$ cat config.mk
export PLATFORM = sky130hd
export DESIGN_NAME = mem_port_arbiter_flat
export DESIGN_NICKNAME = d
export VERILOG_FILES = /design/src/rtl/mips_mem_pkg.sv /design/src/rtl/mem_port_arbiter_if.sv /design/src/rtl/mem_arb_timer.sv /design/src/rtl/mem_port_arbiter.sv /design/src/flat_wrapper.sv
export SDC_FILE = /design/constraint.sdc
export NUM_CORES = 1
export LEC_CHECK = 0
export CAP_MARGIN = 20
export CORE_MARGIN = 3
export CORE_UTILIZATION = 45
export CTS_CLUSTER_SIZE = 20
export DETAILED_ROUTE_END_ITERATION = 10
export PLACE_DENSITY = 0.95
export SLEW_MARGIN = 15
export SYNTH_ARGS = -nofsm -noshare
export SYNTH_HDL_FRONTEND = slang
export SYNTH_SLANG_ARGS = --single-unit
$ cat constraint.sdc
create_clock -name clock -period 3.4 [get_ports clock]
set_input_delay 0.85 -clock clock [delete_from_list [all_inputs] [get_ports clock]]
set_output_delay 0.85 -clock clock [all_outputs]
set_load 0.005 [all_outputs]
$ cat src/rtl/mips_mem_pkg.sv
// -----------------------------------------------------------------------------
// mips_mem_pkg
// Shared types for the unified-memory port arbiter: FSM state encoding,
// transfer owner encoding and default bus widths.
// -----------------------------------------------------------------------------
package mips_mem_pkg;

   localparam int DEF_ADDR_W = 32;
   localparam int DEF_DATA_W = 32;

   typedef enum logic [1:0] {
      IDLE   = 2'd0,
      GNT_IF = 2'd1,
      GNT_DM = 2'd2,
      RESP   = 2'd3
   } arb_state_e;

   typedef enum logic {
      OWN_IF = 1'b0,
      OWN_DM = 1'b1
   } owner_e;

   // Which requester a grant state belongs to.
   function automatic owner_e owner_of(input arb_state_e s);
      return (s == GNT_DM) ? OWN_DM : OWN_IF;
   endfunction

endpackage

$ cat src/rtl/mem_port_arbiter_if.sv
// -----------------------------------------------------------------------------
// mem_port_arbiter_if
// Bundles the Fetch handshake (if_*), the Memory-stage handshake (dm_*),
// the single-port memory request (mem_*) and the err/busy status.
//   slave  : the arbiter side (takes requests, drives acks and mem_*)
//   master : the environment side (pipeline stages plus memory model)
// -----------------------------------------------------------------------------
interface mem_port_arbiter_if
   import mips_mem_pkg::*;
#(
   parameter int ADDR_W = DEF_ADDR_W,
   parameter int DATA_W = DEF_DATA_W
);
   logic              if_req;
   logic [ADDR_W-1:0] if_addr;
   logic              if_ack;
   logic [DATA_W-1:0] if_rdata;

   logic              dm_req;
   logic              dm_we;
   logic [ADDR_W-1:0] dm_addr;
   logic [DATA_W-1:0] dm_wdata;
   logic              dm_ack;
   logic [DATA_W-1:0] dm_rdata;

   logic              mem_req;
   logic              mem_we;
   logic [ADDR_W-1:0] mem_addr;
   logic [DATA_W-1:0] mem_wdata;
   logic [DATA_W-1:0] mem_rdata;
   logic              mem_ready;

   logic              err;
   logic              busy;

   modport slave (
      input  if_req, if_addr, dm_req, dm_we, dm_addr, dm_wdata, mem_rdata, mem_ready,
      output if_ack, if_rdata, dm_ack, dm_rdata, mem_req, mem_we, mem_addr, mem_wdata,
             err, busy
   );

   modport master (
      output if_req, if_addr, dm_req, dm_we, dm_addr, dm_wdata, mem_rdata, mem_ready,
      input  if_ack, if_rdata, dm_ack, dm_rdata, mem_req, mem_we, mem_addr, mem_wdata,
             err, busy
   );
endinterface

$ cat src/rtl/mem_arb_timer.sv
// -----------------------------------------------------------------------------
// mem_arb_timer
// Wait counter for an outstanding memory request. Counts edges on which the
// memory has not answered and flags when the next such edge must abort.
//   i_clk    : clock, rising edge
//   i_rst_n  : asynchronous active-low reset
//   i_clr    : clear count to 0 (held while the arbiter is idle)
//   i_inc    : count one more wait edge
//   o_expire : count has reached TIMEOUT-1 (never asserted when TIMEOUT=0)
// -----------------------------------------------------------------------------
module mem_arb_timer #(
   parameter int TIMEOUT = 255
) (
   input  logic i_clk,
   input  logic i_rst_n,
   input  logic i_clr,
   input  logic i_inc,
   output logic o_expire
);
   localparam int CNT_W = (TIMEOUT > 1) ? $clog2(TIMEOUT) : 1;
   localparam logic [CNT_W-1:0] LAST = CNT_W'((TIMEOUT > 0) ? TIMEOUT - 1 : 0);

   logic [CNT_W-1:0] r_cnt;

   // Saturates so a disabled timeout (TIMEOUT=0) never wraps around.
   always_ff @(posedge i_clk or negedge i_rst_n) begin
      if (!i_rst_n)
         r_cnt <= '0;
      else if (i_clr)
         r_cnt <= '0;
      else if (i_inc && (r_cnt != '1))
         r_cnt <= r_cnt + 1'b1;
   end

   assign o_expire = (TIMEOUT != 0) && (r_cnt == LAST);

endmodule

$ cat src/rtl/mem_port_arbiter.sv
// -----------------------------------------------------------------------------
// mem_port_arbiter
// Shares one single-port memory between instruction fetch (IF) and the
// memory stage (DM). Data wins ties, but after MAX_DM_STREAK consecutive data
// grants with fetch waiting, fetch is served. Each transfer is
// IDLE -> GNT_x -> RESP -> IDLE; a wait longer than TIMEOUT edges aborts
// with err.
//   clock : system clock, rising edge
//   reset : asynchronous active-low reset
//   bus   : handshake/memory bundle (slave modport)
// -----------------------------------------------------------------------------
module mem_port_arbiter
   import mips_mem_pkg::*;
#(
   parameter int ADDR_W        = DEF_ADDR_W,
   parameter int DATA_W        = DEF_DATA_W,
   parameter int MAX_DM_STREAK = 4,
   parameter int TIMEOUT       = 255
) (
   input  logic                clock,
   input  logic                reset,
   mem_port_arbiter_if.slave   bus
);
   localparam int STRK_W = $clog2(MAX_DM_STREAK + 1);
   localparam logic [STRK_W-1:0] STRK_MAX = STRK_W'(MAX_DM_STREAK);

   arb_state_e        r_state;
   logic [STRK_W-1:0] r_streak;
   logic              r_mem_req;
   logic              r_mem_we;
   logic [ADDR_W-1:0] r_mem_addr;
   logic [DATA_W-1:0] r_mem_wdata;
   logic              r_if_ack;
   logic              r_dm_ack;
   logic [DATA_W-1:0] r_if_rdata;
   logic [DATA_W-1:0] r_dm_rdata;
   logic              r_err;
   logic              r_busy;

   logic              w_gnt_dm;
   logic              w_in_gnt;
   logic              w_expire;
   logic              w_done;
   logic              w_tmr_clr;
   logic              w_tmr_inc;
   logic [DATA_W-1:0] w_xfer_rdata;

   // Data wins unless fetch is waiting and the data streak is used up.
   assign w_gnt_dm     = bus.dm_req && (!bus.if_req || (r_streak < STRK_MAX));
   assign w_in_gnt     = (r_state == GNT_IF) || (r_state == GNT_DM);
   assign w_done       = w_in_gnt && (bus.mem_ready || w_expire);
   assign w_tmr_clr    = (r_state == IDLE);
   assign w_tmr_inc    = w_in_gnt && !bus.mem_ready;
   // Writes and aborted transfers return zero data.
   assign w_xfer_rdata = (bus.mem_ready && !r_mem_we) ? bus.mem_rdata : '0;

   mem_arb_timer #(
      .TIMEOUT (TIMEOUT)
   ) u_timer (
      .i_clk    (clock),
      .i_rst_n  (reset),
      .i_clr    (w_tmr_clr),
      .i_inc    (w_tmr_inc),
      .o_expire (w_expire)
   );

   always_ff @(posedge clock or negedge reset) begin
      if (!reset) begin
         r_state     <= IDLE;
         r_streak    <= '0;
         r_mem_req   <= 1'b0;
         r_mem_we    <= 1'b0;
         r_mem_addr  <= '0;
         r_mem_wdata <= '0;
         r_if_ack    <= 1'b0;
         r_dm_ack    <= 1'b0;
         r_if_rdata  <= '0;
         r_dm_rdata  <= '0;
         r_err       <= 1'b0;
         r_busy      <= 1'b0;
      end else begin
         r_if_ack <= 1'b0;
         r_dm_ack <= 1'b0;
         r_err    <= 1'b0;
         case (r_state)
            IDLE: begin
               if (w_gnt_dm) begin
                  r_state     <= GNT_DM;
                  r_mem_req   <= 1'b1;
                  r_mem_we    <= bus.dm_we;
                  r_mem_addr  <= bus.dm_addr;
                  r_mem_wdata <= bus.dm_wdata;
                  r_busy      <= 1'b1;
                  // Only a streak that actually delays fetch is counted.
                  if (!bus.if_req)
                     r_streak <= '0;
                  else if (r_streak != STRK_MAX)
                     r_streak <= r_streak + 1'b1;
               end else if (bus.if_req) begin
                  r_state     <= GNT_IF;
                  r_mem_req   <= 1'b1;
                  r_mem_we    <= 1'b0;
                  r_mem_addr  <= bus.if_addr;
                  r_mem_wdata <= '0;
                  r_busy      <= 1'b1;
                  r_streak    <= '0;
               end
            end
            GNT_IF, GNT_DM: begin
               if (w_done) begin
                  r_state   <= RESP;
                  r_mem_req <= 1'b0;
                  r_err     <= !bus.mem_ready;
                  if (owner_of(r_state) == OWN_DM) begin
                     r_dm_ack   <= 1'b1;
                     r_dm_rdata <= w_xfer_rdata;
                  end else begin
                     r_if_ack   <= 1'b1;
                     r_if_rdata <= w_xfer_rdata;
                  end
               end
            end
            RESP: begin
               // No arbitration here: guarantees one idle cycle between transfers.
               r_state     <= IDLE;
               r_mem_we    <= 1'b0;
               r_mem_addr  <= '0;
               r_mem_wdata <= '0;
               r_busy      <= 1'b0;
            end
            default: r_state <= IDLE;
         endcase
      end
   end

   assign bus.if_ack    = r_if_ack;
   assign bus.if_rdata  = r_if_rdata;
   assign bus.dm_ack    = r_dm_ack;
   assign bus.dm_rdata  = r_dm_rdata;
   assign bus.mem_req   = r_mem_req;
   assign bus.mem_we    = r_mem_we;
   assign bus.mem_addr  = r_mem_addr;
   assign bus.mem_wdata = r_mem_wdata;
   assign bus.err       = r_err;
   assign bus.busy      = r_busy;

endmodule

$ cat src/flat_wrapper.sv
// flat-port wrapper written by rule: the top's interface ports become plain ports
module mem_port_arbiter_flat import mips_mem_pkg::*;
#(
   parameter int ADDR_W        = DEF_ADDR_W,
   parameter int DATA_W        = DEF_DATA_W,
   parameter int MAX_DM_STREAK = 4,
   parameter int TIMEOUT       = 255
)
  (clock, reset, bus_if_req, bus_if_addr, bus_dm_req, bus_dm_we, bus_dm_addr, bus_dm_wdata, bus_mem_rdata, bus_mem_ready, bus_if_ack, bus_if_rdata, bus_dm_ack, bus_dm_rdata, bus_mem_req, bus_mem_we, bus_mem_addr, bus_mem_wdata, bus_err, bus_busy);
  mem_port_arbiter_if #(.ADDR_W(ADDR_W), .DATA_W(DATA_W)) bus_i ();
  input  logic clock;
  input  logic reset;
  input wire logic [$bits(bus_i.if_req)-1:0] bus_if_req;
  input wire logic [$bits(bus_i.if_addr)-1:0] bus_if_addr;
  input wire logic [$bits(bus_i.dm_req)-1:0] bus_dm_req;
  input wire logic [$bits(bus_i.dm_we)-1:0] bus_dm_we;
  input wire logic [$bits(bus_i.dm_addr)-1:0] bus_dm_addr;
  input wire logic [$bits(bus_i.dm_wdata)-1:0] bus_dm_wdata;
  input wire logic [$bits(bus_i.mem_rdata)-1:0] bus_mem_rdata;
  input wire logic [$bits(bus_i.mem_ready)-1:0] bus_mem_ready;
  output wire logic [$bits(bus_i.if_ack)-1:0] bus_if_ack;
  output wire logic [$bits(bus_i.if_rdata)-1:0] bus_if_rdata;
  output wire logic [$bits(bus_i.dm_ack)-1:0] bus_dm_ack;
  output wire logic [$bits(bus_i.dm_rdata)-1:0] bus_dm_rdata;
  output wire logic [$bits(bus_i.mem_req)-1:0] bus_mem_req;
  output wire logic [$bits(bus_i.mem_we)-1:0] bus_mem_we;
  output wire logic [$bits(bus_i.mem_addr)-1:0] bus_mem_addr;
  output wire logic [$bits(bus_i.mem_wdata)-1:0] bus_mem_wdata;
  output wire logic [$bits(bus_i.err)-1:0] bus_err;
  output wire logic [$bits(bus_i.busy)-1:0] bus_busy;
  assign bus_i.if_req = bus_if_req;
  assign bus_i.if_addr = bus_if_addr;
  assign bus_i.dm_req = bus_dm_req;
  assign bus_i.dm_we = bus_dm_we;
  assign bus_i.dm_addr = bus_dm_addr;
  assign bus_i.dm_wdata = bus_dm_wdata;
  assign bus_i.mem_rdata = bus_mem_rdata;
  assign bus_i.mem_ready = bus_mem_ready;
  assign bus_if_ack = bus_i.if_ack;
  assign bus_if_rdata = bus_i.if_rdata;
  assign bus_dm_ack = bus_i.dm_ack;
  assign bus_dm_rdata = bus_i.dm_rdata;
  assign bus_mem_req = bus_i.mem_req;
  assign bus_mem_we = bus_i.mem_we;
  assign bus_mem_addr = bus_i.mem_addr;
  assign bus_mem_wdata = bus_i.mem_wdata;
  assign bus_err = bus_i.err;
  assign bus_busy = bus_i.busy;
  mem_port_arbiter #(.ADDR_W(ADDR_W), .DATA_W(DATA_W), .MAX_DM_STREAK(MAX_DM_STREAK), .TIMEOUT(TIMEOUT)) u_core (.clock(clock), .reset(reset), .bus(bus_i));
endmodule
== After elaboration in Yosys (flattened, before gate mapping) ==
Cells that the tools add are included.
W data, S select, Z words.
Cells by class
  order comparisons: 1
  reduce and logical (&&, ||, !) cells: 23
  bitwise operators: 1
  eq/ne operators: 9
  mux-type cells: 34
  add/subtract/negate cells: 2
Operators by type and width (count)
  $mux W32: 5
  $pmux W32 S2: 2
  $mux W8: 2
  $mux W1: 14
  $mux W3: 4
  $reduce_and A3 Y1: 4
  $add A8 B1 Y8 const B: 1
  $eq A8 B8 Y1 const B: 1
  $ne A8 B8 Y1 const B: 1
  $reduce_bool A2 Y1: 4
  $mux W2: 3
  $ne A3 B3 Y1 const B: 2
  $pmux W1 S2: 3
  $pmux W2 S3: 1
  $logic_and A1 B1 Y1: 5
  $eq A2 B2 Y1 const B: 2
  $reduce_and A2 Y1: 2
  $add A3 B1 Y3 const B: 1
  $logic_not A1 Y1: 3
  $logic_or A1 B1 Y1: 3
  $lt A3 B3 Y1 const B: 1
  $ne A3 B2 Y1 const B: 1
  $eq A2 B1 Y1 const B: 1
  $logic_not A2 Y1: 1
  other kinds (3): 3
Word-level totals
  output and inout port bits: 134
  logic and storage cells: 83
  input port bits: 134
  register bits after elaboration: 147

== Logic depth before layout (Yosys ltp) ==
Gate-level depths: netlist of the first run.
  word-level depth: 6
  depth in mapped cells: 8
  depth with buffers taken out: 6

== Modules after synthesis ==
Synthesis of the first run repeated with hierarchy kept, for this count alone.
Unflattened totals
  cell total of the unflattened synthesis: 470
  area, all modules: 6333.6 um^2
By module, submodules not included
  mem_port_arbiter: area an instance 5838.1 um^2, instances 1, cells an instance 417, seq. area each 3478.3 um^2
  mem_arb_timer: area an instance 495.5 um^2, instances 1, cells an instance 53, seq. area each 200.2 um^2

== Least setup slack after synthesis of the first run ==
No wires, ideal clock.
  kind: input-to-reg
  from: input bus_dm_req
  to: register u_core.r_mem_wdata[25], in the netlist u_core.bus.mem_wdata[25]
  data required time: 3.279 ns
  data arrival time: 1.713 ns
  path slack: 1.566 ns
  stages on the path: 5
  buffers on the path: 2
  library setup time: 0.121 ns
  cells stage by stage: nor3b_2 > or2_2 > buf_2 > buf_2 > a22o_1
On the way
  longest elaborated chain between the ends: 3
  elaborated cells on any way between the ends: 5
  those cells by class: eq/ne (1); mux (2); reduce/logical (2)
Ends and longest elaborated chain
  start, declared: line flat_wrapper.sv:15  | input wire logic [$bits(bus_i.dm_req)-1:0] bus_dm_req;
  $logic_and A1 B1 Y1 (*): line mem_port_arbiter.sv:49  | assign w_gnt_dm = bus.dm_req && (!bus.if_req || (r_streak < STRK_MAX));
  $mux W32 or $ne A3 B2 Y1 (tied branches)
  $pmux W32 S2 or $reduce_and A2 Y1 (tied branches)
  end signal, assigned: line mem_port_arbiter.sv:92  | r_mem_wdata <= bus.dm_wdata;
  end, declared: line mem_port_arbiter.sv:32  | logic [DATA_W-1:0] r_mem_wdata;
Every way passes the cells marked *; elsewhere a longest branch is shown, timed or not.
A chain may end at the register's enable or synchronous reset.

== Worst setup path after layout of the first run ==
  from: register u_core.r_state[1]
  to: register u_core.r_if_rdata[13], in the netlist u_core.bus.if_rdata[13]
On the way
  longest elaborated chain between the ends: 4
  elaborated cells on any way between the ends: 8
  those cells by class: eq/ne (2); mux (1); bitwise (1); reduce/logical (4)
Ends and longest elaborated chain
  start, declared: line mem_port_arbiter.sv:27  | arb_state_e r_state;
  start signal, assigned: line mem_port_arbiter.sv:69  | r_state <= IDLE;
  start signal, assigned: line mem_port_arbiter.sv:88  | r_state <= GNT_DM;
  start signal, assigned: line mem_port_arbiter.sv:100  | r_state <= GNT_IF;
  $eq A2 B2 Y1 or $eq A2 B1 Y1 (tied branches): line mips_mem_pkg.sv:25, mem_port_arbiter.sv:50, mem_port_arbiter.sv:85
  $mux W1 or $logic_or A1 B1 Y1 (tied branches): line mips_mem_pkg.sv:25, mem_port_arbiter.sv:50
  $not A1 Y1 (no source line) or $logic_and A1 B1 Y1 (tied branches)
  $reduce_and A3 Y1 (no source line) (*)
  end signal, assigned: line mem_port_arbiter.sv:119  | r_if_rdata <= w_xfer_rdata;
  end, declared: line mem_port_arbiter.sv:35  | logic [DATA_W-1:0] r_if_rdata;
Marked as above.

==> results of run 1 <==
## metal layers
metal  GRT usage [%]  routed length, µm
met1            28.1               6720
met2            39.4               8740
met3            8.22               1730
met4            11.1                629
met5               0                  0
## registers in the layout, indices dropped and copies added (netlist names)
name and flops:
u_core.bus.dm_ack 1, u_core.r_state 2, u_core.bus.mem_req 1, u_core.bus.busy 1, u_core.bus.if_ack 1, u_core.bus.err 1, u_core.bus.if_rdata 32, u_core.bus.mem_addr 32
u_core.bus.dm_rdata 32, u_core.bus.mem_we 1, u_core.u_timer.r_cnt 8, u_core.bus.mem_wdata 32, u_core.r_streak 3
## area by class of cell
class,instances,area [µm²],share of cell area [%]
clock inverters,9,151,1.60
clock buffers,22,474,5.02
well taps,172,215,2.28
repair buffers,276,2770,29.3
inverters,6,22.5,0.239
multi-input cells,271,2130,22.6
flip-flops and latches,147,3680,39.0
## power by group through the flow
| stage | sequential [mW] | clock [mW] | combinational (mW) |
|---|---|---|---|
| 6_report | 2.89 | 1.97 | 3.56 |
| 4_1_cts | 2.89 | 2.00 | 3.60 |
| 3_3_place_gp | 2.85 | 0 | 3.42 |
| 3_5_place_dp | 2.89 | 0 | 3.59 |
| 5_1_grt | 2.96 | 2.07 | 3.88 |
| 2_1_floorplan | 2.87 | 0 | 1.70 |
## logic make-up after synthesis
logic type                 after synthesis  share of synthesized area, %
DFF                                    147                          60.6
adders and majority gates               10                          2.06
buffers and inverters                   47                          4.51
xor gates and xnor gates                 3                         0.433
AOI/OAI and AO/OA                      145                          20.0
muxes                                   36                          5.94
and+or+nand+nor                         77                          6.47
## layout by cell type (no fill, tap or decap), types with 2 or more instances in the layout
| master | n |
|---|---|
| clkbuf_8 | 3 |
| nor2_1 | 8 |
| a32o_1 | 64 |
| inv_1 | 6 |
| clkbuf_1 | 2 |
| nand2_1 | 42 |
| a22o_1 | 35 |
| and2_1 | 2 |
| xnor2_1 | 3 |
| o21ai_0 | 30 |
| buf_4 | 7 |
| a31oi_1 | 3 |
| nand2b_1 | 2 |
| dfrtp_1 | 147 |
| nor3_1 | 3 |
| a21oi_1 | 3 |
| bufinv_16 | 4 |
| nand2_4 | 2 |
| mux2i_1 | 36 |
| buf_12 | 2 |
| nand3_1 | 3 |
| clkbuf_16 | 17 |
| and3_1 | 3 |
| clkinv_2 | 3 |
| ha_1 | 10 |
| o21ai_1 | 4 |
| a211oi_1 | 2 |
| clkdlybuf4s50_1 | 266 |
## synth_stat cells, types with 3 or more instances
| library cell | count |
|---|---|
| nor2_1 | 8 |
| xnor2_1 | 3 |
| mux2i_1 | 36 |
| o21ai_1 | 4 |
| buf_4 | 4 |
| nand2_1 | 42 |
| buf_6 | 9 |
| nor3_1 | 3 |
| dfrtp_1 | 147 |
| a22o_1 | 35 |
| a31oi_1 | 3 |
| o21ai_0 | 30 |
| nand3_1 | 3 |
| a32o_1 | 64 |
| a21oi_1 | 3 |
| inv_1 | 6 |
| ha_1 | 10 |
| clkbuf_1 | 17 |
| buf_2 | 8 |
| and3_1 | 3 |
## worst max-delay path, stage by stage (launching register included)
cell	delay (ns)
dfrtp_1	0.40
inv_1	0.11
ha_1	0.57
and2_1	0.19
buf_4	0.36
nand2_4	0.31
a32o_1	0.32
## final timing paths
path                                               from  depth (start not counted)                       to  slack, ns
worst max-delay path                  u_core.r_state[1]                          6  u_core.bus.if_rdata[13]       0.99
worst min-delay path                              reset                          1  u_core.bus.if_rdata[12]       0.44
worst max register to register        u_core.r_state[1]                          6  u_core.bus.if_rdata[13]       0.99
worst min register to register  u_core.bus.mem_addr[19]                          2  u_core.bus.mem_addr[19]       0.49
max in group asynchronous                         reset                          2   u_core.bus.dm_rdata[6]       2.10
min in group clock              u_core.bus.mem_addr[19]                          2  u_core.bus.mem_addr[19]       0.49
==> results.json, run 1 <==
{
  "avgSynthCellArea_um2": 13.1,
  "drcViolationCount": 0,
  "drive_gt1_share_pct": 6.57,
  "synth-main-ff-cell": "dfrtp_1",
  "antenna_left": 0,
  "finalMaxSlewViolations": 0,
  "grt_pass1_vias": 5116,
  "path_clk_slew_ns": 0.06,
  "endpoint_kind": "register",
  "ctsHoldBuffers": 0,
  "insertion_delay_ns": 0.42,
  "grt_max_degree": 76,
  "fmax_mhz": 415,
  "rows": 41,
  "syn-num-nets": 609,
  "ys_ff_latch": 147,
  "cts_tree": "yes",
  "cts_buffer_depth": 2,
  "place.detailed.hpwl_mm": 12.9,
  "fin_area_mm2": 0.00944,
  "min_path_type": "input pin to asynchronous set/reset pin",
  "ios": 268,
  "fin_ws_ns": 0.989,
  "cp_data_arrival_time_ns": 2.70,
  "whs_ns": 0.436,
  "layout_min_cycle_time_ns": 2.41,
  "leakage_nw": 4.13,
  "clockRootBuffer": "clkbuf_16",
  "antenna_found_initial": 0,
  "globalRouteOverflowTotal": 0,
  "initial_core_util_pct": 47.1,
  "placedInstanceArea_mm2": 0.00881,
  "post_cts_resized": 0,
  "port_buffers": 267,
  "post-cts-setup-buffers": 0,
  "crit_fanout": 33,
  "finClkSkew_ns": 0.00752,
  "outcome": "finished, final reports clean",
  "critPathLaunchType": "register",
  "dr.pass1.iters": 6,
  "synth_cells": 465,
  "coreArea_mm2": 0.0129,
  "yosysUniqueCellTypes": 42,
  "slew-limit-headroom_pct": 55.0,
  "hold_viol_final": 0,
  "combPwrFrac_pct": 42.3,
  "drt-total-wl_mm": 17.8,
  "p_per_area_mw_per_mm2": 892,
  "wire_per_inst_um": 19.7,
  "switching_share_pct": 32.4,
  "htreeDepth": 4,
  "yosysTopAreaCellShare_pct": 60.6,
  "tightestPinTransition_ns": 0.675,
  "nets": 863,
  "fillCellCount": 791,
  "p_clk_share_pct": 23.4,
  "dieArea_mm2": 0.0149,
  "max_cap_viol_count": 0,
  "netlist_area_mm2": 0.00607,
  "grt_usage_pct": 23.8,
  "drt-vias-per-instance": 5.60,
  "stdcell_count": 903,
  "synth.largest_area_cell": "dfrtp_1",
  "p_sw_mw": 2.73,
  "grt_pass1_wl_mm": 27.3,
  "setup_tns_ns": 0,
  "synth-edff-count": 0,
  "seq_area_frac_synth_pct": 60.6,
  "ys_top_cells_by_area": "dfrtp_1 61%, a32o_1 11%, mux2i_1 5.9%, a22o_1 5.1%, nand2_1 2.6%",
  "cts_buffers": 17,
  "ir_drop_uv": 578,
  "rsz0062_at_grt": "false",
  "fin_crit_sh_pct": 70.9,
  "die_x_um": 122,
  "p_int_mw": 5.70,
  "place_inst": 872,
  "pre_cts_ws_ns": 0.713,
  "syn2layout_area_growth_pct": 55.5,
  "dieHeight_um": 122,
  "num_antenna_cells": 0,
  "async_flop_share_pct": 100,
  "setup_viol": 0,
  "fin_util_pct": 73.3,
  "vias": 5059,
  "drtIter0Drc": 419,
  "gp_congestion": 0.802,
  "crit_required_ns": 3.69,
  "sequentialPowerShare_pct": 34.3,
  "finalPower_mw": 8.42,
  "timing_worst_setup_path_type": "register to register",
  "yosys_warnings": 0,
  "cts_sinks": 147
}
Power figures use the tool's default switching activity.
==> run 2, diff against run 1 <==
--- a/config.mk
+++ b/config.mk
@@ -7,10 +7,10 @@
 export LEC_CHECK = 0
 export CAP_MARGIN = 20
 export CORE_MARGIN = 3
-export CORE_UTILIZATION = 45
+export CORE_UTILIZATION = 42
 export CTS_CLUSTER_SIZE = 20
 export DETAILED_ROUTE_END_ITERATION = 10
-export PLACE_DENSITY = 0.95
+export PLACE_DENSITY = 0.9
 export SLEW_MARGIN = 15
 export SYNTH_ARGS = -nofsm -noshare
 export SYNTH_HDL_FRONTEND = slang
==> constraint.sdc (replaced) <==
create_clock -name clock -period 2.25 [get_ports clock]
set_input_delay 0.5625 -clock clock [delete_from_list [all_inputs] [get_ports clock]]
set_output_delay 0.5625 -clock clock [all_outputs]
set_load 0.005 [all_outputs]
==> run 2 against run 1 <==
Compared with the run above: first-iteration DRC count fell by 37%; utilization is 5.3 points lower; combinational power up 55%; clock skew about the same; die area rose by 6.8%; hold slack worse by 0.40 ns; global-route usage is 1.3 points lower; clock power grew 49%; critical path depth fell by 1; count of clock-buffer cells in the layout increased by 1; maximum frequency rose by 17%; power increased by 52%; largest cell class unchanged; highest routed layer unchanged.
==> results.json, run 2 (same netlist as run 1, synthesis figures left out) <==
{
  "outcome": "finished, final reports clean",
  "clockRootBuffer": "clkbuf_16",
  "crit_required_ns": 2.59,
  "drcViolationCount": 0,
  "vias": 5114,
  "gp_congestion": 0.876,
  "grt_pass1_vias": 5399,
  "ios": 268,
  "rows": 43,
  "num_antenna_cells": 0,
  "post_cts_resized": 0,
  "setup_viol": 0,
  "critPathLaunchType": "register",
  "drt-total-wl_mm": 17.9,
  "wire_per_inst_um": 19.6,
  "antenna_found_initial": 0,
  "drive_gt1_share_pct": 6.96,
  "dieArea_mm2": 0.0159,
  "leakage_nw": 4.15,
  "rsz0062_at_grt": "false",
  "grt_usage_pct": 22.5,
  "ir_drop_uv": 716,
  "layout_common_cells": "266 x clkdlybuf4s50_1, 147 x dfrtp_1, 64 x a32o_1, 42 x nand2_1, 36 x mux2i_1",
  "layout_min_cycle_time_ns": 2.06,
  "place.detailed.hpwl_mm": 12.9,
  "grt_pass1_wl_mm": 28.3,
  "htreeDepth": 4,
  "cts_sinks": 147,
  "insertion_delay_ns": 0.41,
  "fin_crit_sh_pct": 91.8,
  "min_path_type": "input pin to asynchronous set/reset pin",
  "coreArea_mm2": 0.0140,
  "tightestPinTransition_ns": 0.458,
  "placedInstanceArea_mm2": 0.00889,
  "dieHeight_um": 126,
  "initial_core_util_pct": 43.4,
  "p_per_area_mw_per_mm2": 1350,
  "whs_ns": 0.0319,
  "dr.pass1.iters": 5,
  "drt-vias-per-instance": 5.60,
  "cts_buffers": 17,
  "fin_area_mm2": 0.00951,
  "grt_max_degree": 67,
  "die_x_um": 126,
  "cts_tree": "yes",
  "layout.cells.most_common": "clkdlybuf4s50_1",
  "finClkSkew_ns": 0.00733,
  "fmax_mhz": 484,
  "crit_fanout": 32,
  "endpoint_kind": "register",
  "nets": 865,
  "timing_worst_setup_path_type": "register to register",
  "cp_data_arrival_time_ns": 2.40,
  "path_clk_slew_ns": 0.06,
  "port_buffers": 267,
  "finalPower_mw": 12.8,
  "slew-limit-headroom_pct": 69.1,
  "fin_util_pct": 68.0,
  "hold_viol_final": 0,
  "setup_tns_ns": 0,
  "ctsHoldBuffers": 0,
  "syn2layout_area_growth_pct": 56.7,
  "max_cap_viol_count": 0,
  "globalRouteOverflowTotal": 0,
  "finalMaxSlewViolations": 0,
  "cts_buffer_depth": 2,
  "antenna_left": 0,
  "drtIter0Drc": 266,
  "post-cts-setup-buffers": 0
}
[run 2: cell count changes in the layout (fill, tap and decap cells not counted)]
cell	delta
clkbuf_1	-1
inv_6	-1
clkbuf_8	+2
buf_12	+4
bufinv_16	-1
clkinv_4	+1
clkinv_2	-1
buf_4	-2
clkinvlp_4	+1
[run 2: routing by layer]
metal / vias up / global-route usage [%] / wire length [µm]
met3: 40 / 7.59 / 1710
li1: 2260 / - / -
met2: 291 / 37.6 / 8760
met1: 2523 / 26.4 / 6830
met4: 0 / 10.3 / 625
met5: - / 0 / 0
[run 2: through the flow]
step | setup slack (ns) | cells
after detailed placement | 0.111 | 882
after global routing | 0.0501 | 913
final | 0.185 | 913
after CTS | 0.207 | 913
after floorplan | 0.500 | 465
after global placement | 0.191 | 882
[run 2: area by class of cell]
type	instances	area [µm²]
clock buffer	23	498
clock inverter	8	124
fill	947	4480
inverter	6	22.5
multi-input combinational	271	2130
sequential	147	3680
tap	180	225
timing repair buffer	278	2830
[run 2: path summary, 6_finish.rpt]
path	from	end	slack, ns	depth (start not counted)
worst max-delay path	u_core.r_state[0]	u_core.bus.dm_rdata[29]	0.19	5
worst min-delay path	reset	u_core.bus.if_rdata[31]	0.03	1
worst max register to register	u_core.r_state[0]	u_core.bus.dm_rdata[29]	0.19	5
worst min register to register	u_core.bus.mem_addr[13]	u_core.bus.mem_addr[13]	0.48	2
max in group asynchronous	reset	u_core.bus.mem_wdata[16]	1.61	2
min in group clock	u_core.bus.mem_addr[13]	u_core.bus.mem_addr[13]	0.48	2
[run 2: where the power goes]
part	switching [mW]	internal, mW	leakage, nW	total, mW
combinational	2.50	3.03	1.96	5.52
clock	1.05	1.89	0.301	2.93
sequential	0.642	3.70	1.90	4.34
total	4.19	8.61	4.15	12.8
[run 2: worst max-delay path: stages, from the launching register on]
cell	delay (ns)
dfrtp_1	0.38
inv_1	0.12
ha_1	0.56
and2_1	0.28
buf_4	0.39
a32o_1	0.25
